$ cat src/rtl/axi_llc_sram_rsp_buf.sv
// SRAM request/response front-end: forwards LLC requests to one SRAM macro, tracks reads across
// the fixed read latency and buffers returned data in a credit-protected in-order response FIFO.
module axi_llc_sram_rsp_buf #(
    parameter int unsigned NumWords  = 1024,
    parameter int unsigned DataWidth = 128,
    parameter int unsigned ByteWidth = 8,
    parameter int unsigned Latency   = 1,
    parameter int unsigned Depth     = 2,
    parameter int unsigned IdWidth   = 4,
    parameter int unsigned AddrWidth = (NumWords > 1) ? $clog2(NumWords) : 1,
    parameter int unsigned BeWidth   = (DataWidth + ByteWidth - 1) / ByteWidth
) (
    input  logic                 clk_i,
    input  logic                 rst_i,
    input  logic                 req_valid_i,
    output logic                 req_ready_o,
    input  logic                 req_we_i,
    input  logic [AddrWidth-1:0] req_addr_i,
    input  logic [DataWidth-1:0] req_wdata_i,
    input  logic [BeWidth-1:0]   req_be_i,
    input  logic [IdWidth-1:0]   req_id_i,
    output logic                 sram_req_o,
    output logic                 sram_we_o,
    output logic [AddrWidth-1:0] sram_addr_o,
    output logic [DataWidth-1:0] sram_wdata_o,
    output logic [BeWidth-1:0]   sram_be_o,
    input  logic                 sram_gnt_i,
    input  logic [DataWidth-1:0] sram_rdata_i,
    output logic                 rsp_valid_o,
    input  logic                 rsp_ready_i,
    output logic [DataWidth-1:0] rsp_data_o,
    output logic [IdWidth-1:0]   rsp_id_o,
    output logic                 busy_o
);

    localparam int unsigned CntWidth = $clog2(Depth + 1);
    localparam int unsigned PtrWidth = (Depth > 1) ? $clog2(Depth) : 1;
    localparam logic [CntWidth:0]   CreditMax = (CntWidth + 1)'(Depth);
    localparam logic [CntWidth-1:0] CntFull   = CntWidth'(Depth);
    localparam logic [PtrWidth-1:0] PtrLast   = PtrWidth'(Depth - 1);

    logic                 credit_ok;
    logic                 rd_accept;
    logic                 push;
    logic                 pop;

    logic [Latency-1:0]   pipe_vld_q, pipe_vld_d;
    logic [IdWidth-1:0]   pipe_id_q [Latency];
    logic [IdWidth-1:0]   pipe_id_d [Latency];

    logic [CntWidth-1:0]  inflight_cnt_q, inflight_cnt_d;
    logic [CntWidth-1:0]  fifo_cnt_q, fifo_cnt_d;
    logic [PtrWidth-1:0]  wr_ptr_q, wr_ptr_d;
    logic [PtrWidth-1:0]  rd_ptr_q, rd_ptr_d;

    logic [DataWidth-1:0] fifo_data_mem [Depth];
    logic [IdWidth-1:0]   fifo_id_mem [Depth];

    logic [DataWidth-1:0] head_data, hold_data_q, hold_data_d;
    logic [IdWidth-1:0]   head_id, hold_id_q, hold_id_d;

    function automatic logic [PtrWidth-1:0] ptr_inc(input logic [PtrWidth-1:0] p);
        return (p == PtrLast) ? '0 : p + 1'b1;
    endfunction

    // Credit covers both in-flight reads and buffered responses, using registered counts only,
    // so a same-cycle pop never feeds back into req_ready_o.
    assign credit_ok   = ({1'b0, fifo_cnt_q} + {1'b0, inflight_cnt_q}) < CreditMax;
    assign req_ready_o = sram_gnt_i & (req_we_i | credit_ok);
    assign rd_accept   = req_valid_i & req_ready_o & ~req_we_i;

    assign sram_req_o   = req_valid_i & req_ready_o;
    assign sram_we_o    = req_we_i;
    assign sram_addr_o  = req_addr_i;
    assign sram_wdata_o = req_wdata_i;
    assign sram_be_o    = req_be_i;

    assign push        = pipe_vld_q[Latency-1];
    assign rsp_valid_o = (fifo_cnt_q != '0);
    assign pop         = rsp_valid_o & rsp_ready_i;

    assign head_data  = fifo_data_mem[rd_ptr_q];
    assign head_id    = fifo_id_mem[rd_ptr_q];
    assign rsp_data_o = rsp_valid_o ? head_data : hold_data_q;
    assign rsp_id_o   = rsp_valid_o ? head_id : hold_id_q;
    assign busy_o     = (inflight_cnt_q != '0) | (fifo_cnt_q != '0);

    always_comb begin
        pipe_vld_d = pipe_vld_q;
        pipe_id_d  = pipe_id_q;
        for (int i = Latency - 1; i > 0; i--) begin
            pipe_vld_d[i] = pipe_vld_q[i-1];
            pipe_id_d[i]  = pipe_id_q[i-1];
        end
        pipe_vld_d[0] = rd_accept;
        pipe_id_d[0]  = req_id_i;
    end

    always_comb begin
        inflight_cnt_d = inflight_cnt_q;
        fifo_cnt_d     = fifo_cnt_q;
        wr_ptr_d       = wr_ptr_q;
        rd_ptr_d       = rd_ptr_q;
        hold_data_d    = hold_data_q;
        hold_id_d      = hold_id_q;

        if (rd_accept && !push) begin
            inflight_cnt_d = inflight_cnt_q + 1'b1;
        end else if (!rd_accept && push) begin
            inflight_cnt_d = inflight_cnt_q - 1'b1;
        end

        if (push && !pop) begin
            fifo_cnt_d = fifo_cnt_q + 1'b1;
        end else if (!push && pop) begin
            fifo_cnt_d = fifo_cnt_q - 1'b1;
        end

        if (push) begin
            wr_ptr_d = ptr_inc(wr_ptr_q);
        end
        // The popped head is remembered so the outputs keep showing it while the FIFO is empty.
        if (pop) begin
            rd_ptr_d    = ptr_inc(rd_ptr_q);
            hold_data_d = head_data;
            hold_id_d   = head_id;
        end
    end

    always_ff @(posedge clk_i) begin
        if (rst_i) begin
            pipe_vld_q <= '0;
            for (int i = 0; i < Latency; i++) begin
                pipe_id_q[i] <= '0;
            end
            inflight_cnt_q <= '0;
            fifo_cnt_q     <= '0;
            wr_ptr_q       <= '0;
            rd_ptr_q       <= '0;
            hold_data_q    <= '0;
            hold_id_q      <= '0;
        end else begin
            pipe_vld_q     <= pipe_vld_d;
            pipe_id_q      <= pipe_id_d;
            inflight_cnt_q <= inflight_cnt_d;
            fifo_cnt_q     <= fifo_cnt_d;
            wr_ptr_q       <= wr_ptr_d;
            rd_ptr_q       <= rd_ptr_d;
            hold_data_q    <= hold_data_d;
            hold_id_q      <= hold_id_d;
        end
    end

    always_ff @(posedge clk_i) begin
        if (push && !rst_i) begin
            fifo_data_mem[wr_ptr_q] <= sram_rdata_i;
            fifo_id_mem[wr_ptr_q]   <= pipe_id_q[Latency-1];
        end
    end

`ifndef SYNTHESIS
    always @(posedge clk_i) begin
        if (!rst_i) begin
            assert (!(push && (fifo_cnt_q == CntFull)));
        end
    end
`endif

endmodule
$ cat config.mk
export PLATFORM = sky130hd
export DESIGN_NAME = axi_llc_sram_rsp_buf
export DESIGN_NICKNAME = d
export VERILOG_FILES = /design/src/rtl/axi_llc_sram_rsp_buf.sv
export SDC_FILE = /design/constraint.sdc
export NUM_CORES = 1
export LEC_CHECK = 0
export BUFFER_PORTS_ARGS = -buffer_cell sky130_fd_sc_hd__buf_2
export CAP_MARGIN = 5
export CORE_AREA = 2 2 230 232
export CTS_CLUSTER_DIAMETER = 200
export DETAILED_ROUTE_END_ITERATION = 7
export DIE_AREA = 0 0 232 234
export PLACE_DENSITY_LB_ADDON = 0.12
export REMOVE_ABC_BUFFERS = 1
export SLEW_MARGIN = 20
export SYNTH_ARGS = -nofsm -noshare
export SYNTH_HDL_FRONTEND = slang
export SYNTH_SLANG_ARGS = --single-unit
export TNS_END_PERCENT = 30
$ cat constraint.sdc
create_clock -name clk_i -period 16.3 [get_ports clk_i]
set_input_delay 3.26 -clock clk_i [delete_from_list [all_inputs] [get_ports clk_i]]
set_output_delay 3.26 -clock clk_i [all_outputs]
set_load 0.1 [all_outputs]
==> flow_metrics.env, run 1 <==
export IMPL_die_x_um=232
export IMPL_post_synth_top_area_cell="edfxtp_1"
export IMPL_routed_wl_um=77100
export IMPL_vias=11084
export IMPL_synth_warning_count=0
export IMPL_flow_area_growth_from_synthesis_pct=13.1
export IMPL_dr_first_iter_drc_count=633
export IMPL_io_pins=583
export IMPL_synth_seq_cells=408
export IMPL_finalCoreUtilization=0.375
export IMPL_share_of_the_synthesized_area_in_the_top_cell_type=0.460
export IMPL_first_global_vias=9951
export IMPL_routed_wire_length_per_instance_um=35.3
export IMPL_final_layout_size_suffix_gt1_frac=0.311
export IMPL_grt_overflow=0
export IMPL_min_path_type="reg2reg"
export IMPL_finalWorstPathRequiredPeriod_ps=7350
export IMPL_postSynth_asyncResetShare=0
export IMPL_hold_viol=0
export IMPL_dp_hpwl_um=59400
export IMPL_critPathLaunch="req_we_i"
export IMPL_rr_startpoint="fifo_cnt_q[0]"
export IMPL_transition_time_at_the_pin_with_the_least_slew_margin_ps=1110
export IMPL_start_kind="primary input"
export IMPL_finalCritPeriodShare=0.451
export IMPL_clock_tree_root_cell="clkbuf_16"
export IMPL_drt_pass1_iterations=5
export IMPL_design_final_nets=1744
export IMPL_cts_htree_levels=2
export IMPL_cts_tree="built"
export IMPL_holdCritStartpoint="pipe_id_q[2]"
export IMPL_ys_flop_type="edfxtp_1"
export IMPL_finalSetupViolCount=0
export IMPL_wire_length_of_the_first_global_routing_pass_um=97800
export IMPL_outcome="completed"
export IMPL_mean_instance_size_in_the_synthesized_netlist_um2=12.7
export IMPL_r2r_slack_ps=12790
export IMPL_whs_ps=422
export IMPL_synth_edf_count=264
export IMPL_crit_path_max_fanout=4
export IMPL_synth_lib_cells_used_distinct=27
export IMPL_fin_setup_tns_ps=0
export IMPL_timing_max_transition_violations_final=0
export IMPL_grt_total_usage=0.277
export IMPL_avgViaCountPerCell=5.08
export IMPL_yosys_top_cells_count="nor2_1, edfxtp_1, buf_4, dfxtp_1, a21oi_1"
export IMPL_final_cells=2184
export IMPL_cts_made_buffers=48
export IMPL_yosys_top_cells_area="edfxtp_1, dfxtp_1, buf_4, mux2i_1, a211oi_2"
export IMPL_postSynthCellCount=1355
export IMPL_post_cts_resize_count=0
export IMPL_globalplace_congestion=1.17
export IMPL_post_cts_setup_buffers=0
export IMPL_cts_max_path_buffers=3
export IMPL_critical_path_class="in2out"
export IMPL_finalClockSkew_ps=23.8
export IMPL_dpl_cell_count=2087
export IMPL_core_area_um2=52000
export IMPL_clkSinkCount=408
export IMPL_grt_setup_unrepaired="no"
export IMPL_slew_headroom=0.257
export IMPL_synth_yosys_seq_area_share=0.627
export IMPL_fp_dieArea_um2=54300
export IMPL_syn_area_um2=17200
export IMPL_crit_path_end_kind="output pin"
export IMPL_worst_skew_pair_late_latency_ps=590
export IMPL_timing_critical_path_required_ps=13040
export IMPL_crit_arrival_ps=4090
export IMPL_drt_antenna_violating_nets=0
export IMPL_number_of_port_buffers=274
export IMPL_grt_antenna_before_repair=16
export IMPL_count_of_unresolved_drc_violations_after_routing=0
export IMPL_synthMostInstantiatedCell="nor2_1"
export IMPL_std_cell_rows=84
export IMPL_grt_start_max_net_pins=89
export IMPL_num_fill_cells=5083
export IMPL_maxClockFrequency_mhz=136
export IMPL_clkTransAtPathRegs_ps=60
export IMPL_max_cap_viol_count=0
export IMPL_cts_hold_buf=0
export IMPL_start_util=0.332
export IMPL_die_y_um=234
## registers in the layout (all words and copies together) (netlist names), named ones only
| register | flops |
|---|---|
| inflight_cnt_q | 2 |
| fifo_id_mem | 8 |
| pipe_vld_q | 1 |
| hold_data_q | 128 |
| wr_ptr_q | 1 |
| hold_id_q | 4 |
| fifo_cnt_q | 2 |
| rd_ptr_q | 1 |
| fifo_data_mem | 256 |
| pipe_id_q | 4 |
## kinds of logic after synthesis
group                      Yosys count  synth area share
AOI/OAI and AO/OA                  270             0.127
xor gates and xnor gates             6           0.00305
adders and majority gates            3           0.00261
buffers and inverters              250            0.0999
DFF                                408             0.627
muxes                              132            0.0766
and+or+nand+nor                    286            0.0642
## area by class of cell
| class | instances | area [µm²] | area share |
|---|---|---|---|
| Timing Repair Buffer | 290 | 1500 | 0.0769 |
| Inverter | 4 | 15.0 | 0.000770 |
| Clock buffer | 74 | 1380 | 0.0707 |
| Sequential cell | 408 | 10800 | 0.554 |
| Antenna cell | 8 | 20.0 | 0.00103 |
| Tap cell | 688 | 861 | 0.0441 |
| Multi-Input combinational cell | 697 | 4740 | 0.243 |
| Clock inverter | 15 | 181 | 0.00930 |
## stage by stage
step	setup WS, ps	instance area (µm²)
global placement	8930	17900
CTS	8930	19500
floorplan	2640	15500
detailed placement	8940	17900
finish	8950	19500
global route	8900	19500
## path summary, 6_finish.rpt
path | end | depth (start not counted)
setup / recovery | sram_req_o | 5
setup reg to reg | hold_data_q[1] | 5
hold reg to reg | fifo_id_mem[0][2] | 0
hold / removal | fifo_id_mem[0][2] | 0
## routing by layer
layer	global-route usage	part of all wire	up-vias
met2	0.397	0.42	781
met1	0.209	0.26	5250
met5	0.0902	0.0097	-
met3	0.369	0.28	126
met4	0.0863	0.030	26
li1	-	-	4901
## placed cells by master, fill, tap and decap left out, types with 2 or more instances in the layout
master | synthesis | routed
ha_1 | 2 | 2
buf_2 | 39 | 273
clkbuf_8 | 0 | 7
or3_1 | 3 | 3
nor2b_1 | 5 | 5
edfxtp_1 | 264 | 264
xor2_1 | 4 | 4
a211oi_2 | 101 | 101
mux2i_1 | 132 | 132
clkinv_1 | 0 | 3
a211oi_1 | 31 | 31
a21oi_1 | 135 | 135
nor2_1 | 269 | 269
inv_6 | 0 | 2
nand2_1 | 3 | 3
inv_1 | 4 | 4
buf_4 | 182 | 16
clkinv_2 | 0 | 5
bufinv_16 | 0 | 4
o21ai_0 | 2 | 2
diode_2 | 0 | 8
xnor2_1 | 2 | 2
clkbuf_16 | 0 | 49
clkbuf_1 | 17 | 19
dfxtp_1 | 144 | 143
## worst max-delay path, cell delays in order
cell and delay, ps:
buf_2 110, a21oi_1 40, nor2b_1 130, and2_1 130, buf_2 420
Power of run 1 is left out: the tool's default activity adds up to more than one toggle a clock period on the data nets, which glitch-free logic cannot reach.
==> run 2: changes to the inputs <==
- CORE_AREA: 2 2 230 232 -> 2 2 228 230
- DIE_AREA: 0 0 232 234 -> 0 0 230 232
- clock period: 16.3 -> 6.2 ns (I/O delays scaled with it)
==> flow_metrics.env, run 2 (synthesis gave the netlist of run 1 again) <==
export IMPL_num_fill_cells=5009
export IMPL_met1_length_um=19500
export IMPL_finalCoreUtilization=0.382
export IMPL_worst_path_max_delay_cell="or2_4"
export IMPL_holdCritStartpoint="pipe_id_q[2]"
export IMPL_cell_by_cell_trace_of_the_critical_path="or2_4 -> buf_12 -> nor2_1 -> a21oi_1 -> buf_2"
export IMPL_max_ffs_per_register=256
export IMPL_vias=10740
export IMPL_globalplace_congestion=1.16
export IMPL_worst_skew_pair_late_latency_ps=580
export IMPL_cts_htree_levels=2
export IMPL_flow_area_growth_from_synthesis_pct=12.7
export IMPL_wire_length_of_the_first_global_routing_pass_um=100000
export IMPL_std_cell_rows=83
export IMPL_transition_time_at_the_pin_with_the_least_slew_margin_ps=1100
export IMPL_grt_setup_unrepaired="no"
export IMPL_critical_path_top_delay_family="buffers and inverters"
export IMPL_design_final_nets=1743
export IMPL_grt_start_max_net_pins=140
export IMPL_hold_viol=0
export IMPL_dr_first_iter_drc_count=617
export IMPL_timing_critical_path_required_ps=4960
export IMPL_start_util=0.339
export IMPL_finalClockSkew_ps=23.1
export IMPL_grt_overflow=0
export IMPL_crit_path_end_kind="output pin"
export IMPL_timing_critical_path_buf_inv=2
export IMPL_post_cts_setup_buffers=0
export IMPL_finalSetupViolCount=0
export IMPL_core_area_um2=50900
export IMPL_post_cts_resize_count=0
export IMPL_met2RoutedLength_um=32400
export IMPL_avgViaCountPerCell=4.95
export IMPL_drt_pass1_iterations=5
export IMPL_dp_hpwl_um=61800
export IMPL_drt_antenna_violating_nets=0
export IMPL_critical_path_class="reg2out"
export IMPL_finalCritPeriodShare=0.707
export IMPL_timing_max_transition_violations_final=0
export IMPL_reg_top3="fifo_data_mem: 256 flops, hold_data_q: 128 flops, fifo_id_mem: 8 flops"
export IMPL_critPathLaunch="fifo_cnt_q[0]"
export IMPL_clkSinkCount=408
export IMPL_start_kind="flop"
export IMPL_routed_wl_um=77900
export IMPL_clkTransAtPathRegs_ps=60
export IMPL_die_y_um=232
export IMPL_wl_met3_um=21800
export IMPL_layout_area_seq_um2=10800
export IMPL_multi_input_comb_area_um2=4740
export IMPL_finalWorstPathRequiredPeriod_ps=4380
export IMPL_final_layout_size_suffix_gt1_frac=0.309
export IMPL_crit_arrival_ps=3140
export IMPL_fp_dieArea_um2=53400
export IMPL_number_of_port_buffers=274
export IMPL_cts_tree="built"
export IMPL_die_x_um=230
export IMPL_clock_tree_root_cell="clkbuf_16"
export IMPL_cts_made_buffers=47
export IMPL_io_pins=583
export IMPL_grt_antenna_before_repair=17
export IMPL_route_top_layer_used="met5"
export IMPL_rr_startpoint="fifo_cnt_q[0]"
export IMPL_slew_headroom=0.265
export IMPL_cts_max_path_buffers=3
export IMPL_slowest_delay_ps=670
export IMPL_whs_ps=428
export IMPL_cts_hold_buf=0
export IMPL_crit_path_max_fanout=139
export IMPL_grt_total_usage=0.287
export IMPL_first_global_vias=10157
export IMPL_routed_wire_length_per_instance_um=35.9
export IMPL_maxClockFrequency_mhz=228
export IMPL_commonest_non_fill_non_tap_cells_in_the_layout="buf_2, nor2_1, edfxtp_1"
export IMPL_max_cap_viol_count=0
export IMPL_final_common_cell="buf_2"
export IMPL_min_path_type="reg2reg"
export IMPL_outcome="completed"
export IMPL_count_of_unresolved_drc_violations_after_routing=0
export IMPL_max_flop_register="fifo_data_mem"
## run 2: cell types whose count changed in the layout (fill, tap and decap cells not counted)
cell and change:
buf_12 +3, buf_4 -3, bufinv_16 -1, clkbuf_1 -2
clkbuf_16 -2, clkbuf_8 -1, clkinv_1 +3, diode_2 -2
inv_6 -1
## run 2: final timing paths
kind | endpoint | slack (ps) | cells after the start
max | rsp_data_o[5] | 1820 | 5
min | fifo_id_mem[0][2] | 430 | 0
max reg2reg | hold_data_q[78] | 3730 | 5
min reg2reg | fifo_id_mem[0][2] | 430 | 0
## run 2: per-layer routing
metal  GRT usage  vias to the layer above
li1            -                     4897
met1       0.207                     4975
met2       0.415                      717
met3       0.381                      121
met4       0.104                       30
met5       0.122                        -
## run 2: final cells by class
class | count | area share
clock inverter | 16 | 0.00792
tap | 680 | 0.0438
sequential | 408 | 0.557
multi-input combinational | 697 | 0.244
inverter | 4 | 0.000773
timing repair buffer | 290 | 0.0791
clock buffer | 69 | 0.0674
antenna | 6 | 0.000773
## run 2: stage by stage
| step | cell area (µm²) | TNS (ps) | worst slack (ps) | std cells |
|---|---|---|---|---|
| 2_1_floorplan | 15500 | -1757240 | -5440 | 1109 |
| 3_3_place_gp | 18000 | 0 | 2470 | 2079 |
| 3_5_place_dp | 18000 | 0 | 2450 | 2079 |
| 4_1_cts | 19400 | 0 | 1800 | 2164 |
| 5_1_grt | 19400 | 0 | 1660 | 2164 |
| 6_report | 19400 | 0 | 1820 | 2170 |
Power of run 2 is left out for the same reason.
==> run 3: changes to the inputs <==
- CORE_AREA: 2 2 228 230 -> 2 2 230 232
- DIE_AREA: 0 0 230 232 -> 0 0 232 234
- clock period: 6.2 -> 4.15 ns (I/O delays scaled with it)
==> flow_metrics.env, run 3 (synthesis gave the netlist of run 1 again) <==
export IMPL_outcome="completed"
export IMPL_worst_skew_pair_late_latency_ps=590
export IMPL_finalWorstPathRequiredPeriod_ps=3610
export IMPL_hold_path_endpoint="fifo_data_mem[1][114]"
export IMPL_crit_path_end_kind="output pin"
export IMPL_std_cell_rows=84
export IMPL_hold_viol=0
export IMPL_min_path_cells=1
export IMPL_holdCritStartpoint="sram_rdata_i[114]"
export IMPL_drt_pass1_iterations=5
export IMPL_number_of_port_buffers=274
export IMPL_timing_critical_path_required_ps=3320
export IMPL_grt_total_usage=0.279
export IMPL_rr_startpoint="inflight_cnt_q[0]"
export IMPL_clkTransAtPathRegs_ps=60
export IMPL_design_area_um2=19600
export IMPL_min_path_type="in2reg"
export IMPL_post_cts_setup_buffers=0
export IMPL_cts_made_buffers=47
export IMPL_grt_overflow=0
export IMPL_final_common_cell="buf_2"
export IMPL_grt_setup_unrepaired="no"
export IMPL_core_area_um2=52000
export IMPL_finalClockSkew_ps=17.3
export IMPL_io_pins=583
export IMPL_die_x_um=232
export IMPL_dp_hpwl_um=60600
export IMPL_globalplace_congestion=1.16
export IMPL_finalSetupViolCount=0
export IMPL_cts_tree="built"
export IMPL_cts_hold_buf=0
export IMPL_transition_time_at_the_pin_with_the_least_slew_margin_ps=997
export IMPL_first_global_vias=10210
export IMPL_cts_htree_levels=2
export IMPL_crit_arrival_ps=2780
export IMPL_whs_ps=429
export IMPL_start_kind="flop"
export IMPL_r2r_slack_ps=1980
export IMPL_slew_headroom=0.336
export IMPL_dr_first_iter_drc_count=667
export IMPL_placed_instance_area_um2=18100
export IMPL_fp_dieArea_um2=54300
export IMPL_grt_antenna_before_repair=17
export IMPL_routed_wire_length_per_instance_um=35.3
export IMPL_drt_antenna_violating_nets=0
export IMPL_final_layout_size_suffix_gt1_frac=0.313
export IMPL_max_cap_viol_count=0
export IMPL_timing_max_transition_violations_final=0
export IMPL_worst_r2r_path_depth=7
export IMPL_start_util=0.332
export IMPL_vias=10936
export IMPL_clock_tree_root_cell="clkbuf_16"
export IMPL_finalCritPeriodShare=0.871
export IMPL_wire_length_of_the_first_global_routing_pass_um=98400
export IMPL_critical_path_class="reg2out"
export IMPL_maxClockFrequency_mhz=277
export IMPL_commonest_non_fill_non_tap_cells_in_the_layout="buf_2, nor2_1, edfxtp_1"
export IMPL_max_ffs_per_register=256
export IMPL_clkSinkCount=408
export IMPL_avgViaCountPerCell=5.00
export IMPL_r2r_end="inflight_cnt_q[1]"
export IMPL_finalCoreUtilization=0.376
export IMPL_reg_top3="fifo_data_mem: 256 flops, hold_data_q: 128 flops, fifo_id_mem: 8 flops"
export IMPL_grt_start_max_net_pins=102
export IMPL_routed_wl_um=77100
export IMPL_design_final_nets=1749
export IMPL_die_y_um=234
export IMPL_crit_path_max_fanout=51
export IMPL_post_cts_resize_count=0
export IMPL_max_flop_register="fifo_data_mem"
export IMPL_count_of_unresolved_drc_violations_after_routing=0
export IMPL_cts_max_path_buffers=3
export IMPL_flow_area_growth_from_synthesis_pct=13.4
[run 3: cell count changes in the layout (fill, tap and decap cells not counted)]
cell and change:
clkbuf_8 +4, bufinv_16 -2, clkinvlp_4 -1, clkbuf_1 +1, clkinv_2 -1, clkinv_1 -1, diode_2 -1, inv_4 +1
inv_6 +2, buf_12 +6
[run 3: through the flow]
step | setup TNS, ps | cells | worst slack (ps)
detailed placement | 0 | 2093 | 1180
finish | 0 | 2186 | 536
CTS | 0 | 2181 | 508
global route | 0 | 2182 | 385
global placement | 0 | 2093 | 1190
floorplan | -2630430 | 1109 | -7080
[run 3: cell type report]
type / count / area, µm²
inverters: 4 / 15.0
well taps: 688 / 861
multi-input cells: 697 / 4740
diodes: 5 / 12.5
flip-flops and latches: 408 / 10800
clock buffers: 74 / 1370
repair buffers: 296 / 1660
fillers: 5065 / 32500
clock inverters: 14 / 101
[run 3: worst max-delay path: stages (launching register included)]
cell and delay (ps):
dfxtp_1 430, or2_4 650, buf_4 390, nor2_1 60, a21oi_1 180, buf_2 460
[run 3: worst max path at each step]
stage                          end  cells past startpoint  slack [ps]          start
6_report            rsp_data_o[51]                      5         540  fifo_cnt_q[0]
3_5_place_dp        rsp_data_o[51]                      5        1180  fifo_cnt_q[0]
4_1_cts             rsp_data_o[51]                      5         510  fifo_cnt_q[0]
5_1_grt             rsp_data_o[51]                      5         380  fifo_cnt_q[0]
2_1_floorplan  fifo_data_mem[1][0]                      1       -7080          rst_i
3_3_place_gp       rsp_data_o[111]                      5        1190           flop
[run 3: layer usage]
layer,share of wire,routed length (µm),GRT usage,vias to the layer above
li1,-,-,-,4917
met1,0.27,20900,0.219,5124
met2,0.40,30700,0.382,726
met3,0.27,21100,0.359,139
met4,0.048,3730,0.120,30
met5,0.0099,762,0.0920,-
Power of run 3 is left out for the same reason.
